`src/rtl/proj_sweep_eval.sv`:
```
// Exhaustive sweep of an 8-input combinational function: drives every x in
// ascending order, counts the onset and builds a CRC-16 signature of y0.
module proj_sweep_eval #(
  parameter logic [15:0] SIG_POLY = 16'h1021,
  parameter logic [15:0] SIG_SEED = 16'hFFFF
) (
  input  logic        clk,
  input  logic        rst_n,
  input  logic        start,
  output logic [7:0]  x,
  input  logic        y0,
  input  logic [15:0] expected_sig,
  output logic        busy,
  output logic        done,
  output logic [8:0]  onset_cnt,
  output logic [15:0] signature,
  output logic        match
);

  typedef enum logic [1:0] {IDLE, SWEEP, DONE} state_t;

  state_t      state;
  state_t      state_next;
  logic [15:0] sig_next;

  // y0 belongs to the current x, so it folds into the signature on this edge
  assign sig_next = {signature[14:0], 1'b0} ^ ((signature[15] ^ y0) ? SIG_POLY : 16'h0000);

  always_ff @(posedge clk or negedge rst_n) begin
    if (!rst_n) state <= IDLE;
    else        state <= state_next;
  end

  always_comb begin
    state_next = state;
    busy       = 1'b0;
    done       = 1'b0;
    case (state)
      IDLE: begin
        if (start) state_next = SWEEP;
      end
      SWEEP: begin
        busy = 1'b1;
        if (x == 8'hFF) state_next = DONE;
      end
      DONE: begin
        done       = 1'b1;
        state_next = IDLE;
      end
      default: state_next = IDLE;
    endcase
  end

  always_ff @(posedge clk or negedge rst_n) begin
    if (!rst_n) begin
      x         <= 8'h00;
      signature <= SIG_SEED;
      onset_cnt <= 9'd0;
      match     <= 1'b0;
    end else begin
      case (state)
        IDLE: begin
          if (start) begin
            x         <= 8'h00;
            signature <= SIG_SEED;
            onset_cnt <= 9'd0;
            match     <= 1'b0;
          end
        end
        SWEEP: begin
          signature <= sig_next;
          onset_cnt <= onset_cnt + {8'd0, y0};
          // x parks at 255 on the final sample instead of wrapping
          if (x != 8'hFF) x <= x + 8'd1;
          else            match <= (sig_next == expected_sig);
        end
        default: ;
      endcase
    end
  end

endmodule
```
`config.mk`:
```
export PLATFORM = sky130hd
export DESIGN_NAME = proj_sweep_eval
export DESIGN_NICKNAME = d
export VERILOG_FILES = /design/src/rtl/proj_sweep_eval.sv
export SDC_FILE = /design/constraint.sdc
export NUM_CORES = 1
export LEC_CHECK = 0
export ABC_AREA = 1
export CAP_MARGIN = 25
export CORE_MARGIN = 2
export CORE_UTILIZATION = 43
export DETAILED_ROUTE_END_ITERATION = 8
export PLACE_DENSITY_LB_ADDON = 0.08
export SETUP_SLACK_MARGIN = 0.4
export SYNTH_ARGS = -nofsm -noshare
export SYNTH_HDL_FRONTEND = slang
export SYNTH_SLANG_ARGS = --single-unit
export TNS_END_PERCENT = 30
```
`constraint.sdc`:
```
create_clock -name clk -period 1.3 [get_ports clk]
set_input_delay 0.39 -clock clk [delete_from_list [all_inputs] [get_ports clk]]
set_output_delay 0.39 -clock clk [all_outputs]
set_load 0.02 [all_outputs]
```
==> out/metrics.yaml, run 1 <==
status: "finished with violations"
violations: "negative setup slack"
period_minus_slack_ns: 1.43
cp-end-kind: "output pin"
final_antenna_net_count: 0
cap_violations: 0
drcViolationCount: 0
die_y_um: 72.3
die_w_um: 72.3
fin_util_pct: 79.0
yosys.area.top_type: "dfrtp_1"
grt_pass1_wl_um: 8600
fmax_mhz: 698
diodes: 0
overflow: 0
synth_nets: 284
place_ws_ns: -0.542
area_delta_synth_final_pct: 73.8
netlist_area_mm2: 0.00201
ys.flop_type: "dfrtp_1"
hold_path_class: "in2async"
cts_buffers: 5
critPathLaunch: "signature[15]$_DFFE_PN1P_"
portBuffers: 55
start_util_pct: 45.4
clock_sinks: 36
layout.nets: 411
clockBufferDepth: 2
tns_ns: -1.51
cts_tree: "yes"
arrival_ns: 1.04
die_area_mm2: 0.00523
crit_path_start_kind: "flip-flop"
grt_setup_unrepaired: "yes"
ys_types: 26
post_drt_wl_per_cell_um: 12.8
cellPowerDensity_mw_per_mm2: 1950
slew_violations: 0
slew_headroom_pct: 84.1
drt-initial-drc-count: 62
hpwl_um: 3750
crit_required_ns: 0.91
core.rowCount: 24
first_global_vias: 1972
setup_slack_ns: -0.132
yosysWarnings: 0
layout_commonest_cell: "buf_4"
drive_gt1_share_pct: 49.1
crit_chain: "buf_4, buf_6"
postSynth.asyncResetShare_pct: 100
viasPerCell: 4.85
r2r_setup_slack_ns: -0.11
gp_congestion: 0.845
synth_area_leaders: "dfrtp_1, dfstp_2, nand2_1"
fin_skew_ns: 0.00651
antenna_found_initial: 0
htreeDepth: 2
netlist_instances: 261
worstSetupPathType: "reg2out"
io-pin-count: 56
avgSynthCellArea_um2: 7.68
core_mm2: 0.00441
wl_um: 5660
dr.pass1.iters: 4
grt_max_degree: 37
peakVddDrop_v: 0.00118
ys_ff_latch: 36
finalHoldViolCount: 0
r2r_start: "signature[15]$_DFFE_PN1P_"
synth_edf_count: 0
grtUsageTotal_pct: 21.2
worstMarginPinSlew_ns: 0.236
cpPeakStageDelay_ns: 0.54
yosysTopAreaCellShare_pct: 25.0
final_cell_mix: "buf_4, nand2_1, inv_1, buf_6, clkdlybuf4s50_1"
slowest_stage: "dfstp_2"
num_vias: 2141
path_clk_slew_ns: 0.08
ctsHoldBuffers: 0
cts-root-buf: "clkbuf_8"
min_period_over_period_pct: 110
cellLeakagePower_nw: 1.78
setup_viol: 30
critical_path.max_fanout: 2
clock_latency_ns: 0.29
ys_seq_area_share_pct: 45.9
[metrics by stage]
| stage | power (mW) | std cells | hold slack (ns) | area (µm²) |
|---|---|---|---|---|
| after floorplan | 3.53 | 261 | 0.0944 | 2060 |
| after global placement | 5.31 | 418 | 0.501 | 3080 |
| after detailed placement | 5.38 | 418 | 0.495 | 3080 |
| after CTS | 6.50 | 429 | 0.475 | 3240 |
| after global routing | 7.24 | 441 | 0.485 | 3490 |
| final | 6.78 | 441 | 0.469 | 3490 |
[power by group]
part           leakage (nW)  switching, mW  internal [mW]
Sequential            0.402          0.294           1.68
Combinational          1.33           1.87           2.10
Clock                0.0510          0.415          0.423
[cells in the mapped netlist (2+ instances only)]
cell type,number
o22ai_1,2
nand2_1,69
nand2_2,4
ha_1,3
nand2_4,2
buf_6,2
o211ai_1,2
nand3_1,22
inv_2,3
a22oi_1,13
o21ai_0,12
buf_2,2
nor2_1,22
xor2_1,3
dfrtp_1,20
dfstp_2,16
nand4_1,3
a21oi_1,2
a22o_1,3
inv_1,50
[final timing paths]
check	endpoint	cells after the start
max in group asynchronous	signature[9]$_DFFE_PN1P_	2
min in group clk	match$_DFFE_PN0P_	2
worst max register to register	match$_DFFE_PN0P_	11
worst min-delay path	onset_cnt[1]$_DFFE_PN0P_	2
worst max-delay path	signature[15]	2
worst min register to register	match$_DFFE_PN0P_	2
[worst max-delay path: cells and delay by family (launching register included)]
kind,cells,cell delay [ns]
flops,1,0.54
buf+inv,2,0.21
[routing by layer]
layer	wire [µm]	GRT usage (%)	share of wire (%)
met3	241	5.83	4.3
met1	2490	25.7	44
met2	2900	36.7	51
met4	32	6.50	0.57
met5	0	0	0
[final cells by class]
class,count,area [µm²]
clock inverters,2,10.0
inverters,53,211
clock buffers,6,82.6
flip-flops and latches,36,927
fillers,311,928
well taps,52,65.1
multi-input cells,168,1030
repair buffers,124,1160
[timing repair]
action / 4_1_cts / 5_1_grt
gates resized for setup: 223 / 52
setup endpoints to repair: 72 / 72
setup buffers: 3 / 12
pin swaps: 11 / 28
[state kept, by name (all words and copies together) (netlist names)]
signal / cells
state: 2
onset_cnt: 9
signature: 16
match: 1
x: 8
[cell families (layout without fill, tap and decap cells)]
kind of cell,after synthesis,in the layout,share of synthesized area (%)
buffers and inverters,57,185,11.5
DFF,36,36,45.9
adders and majority gates,3,3,1.87
xor gates and xnor gates,4,4,1.75
AOI/OAI and AO/OA,36,36,11.7
and+or+nand+nor,125,125,27.3
(Power assumes the default switching activity.)
==> inputs of run 2 (changes only) <==
Settings changed: ABC_CLOCK_PERIOD_IN_PS from default to 1300, HOLD_SLACK_MARGIN from default to 0.12.
==> results of run 2 <==
The final DEF is identical to that of run 1; final timing and power are the same.
==> inputs of run 3 (changes only) <==
Settings changed: SLEW_MARGIN from default to 20.
==> results of run 3 <==
The final DEF is identical to that of run 1; final timing and power are the same.
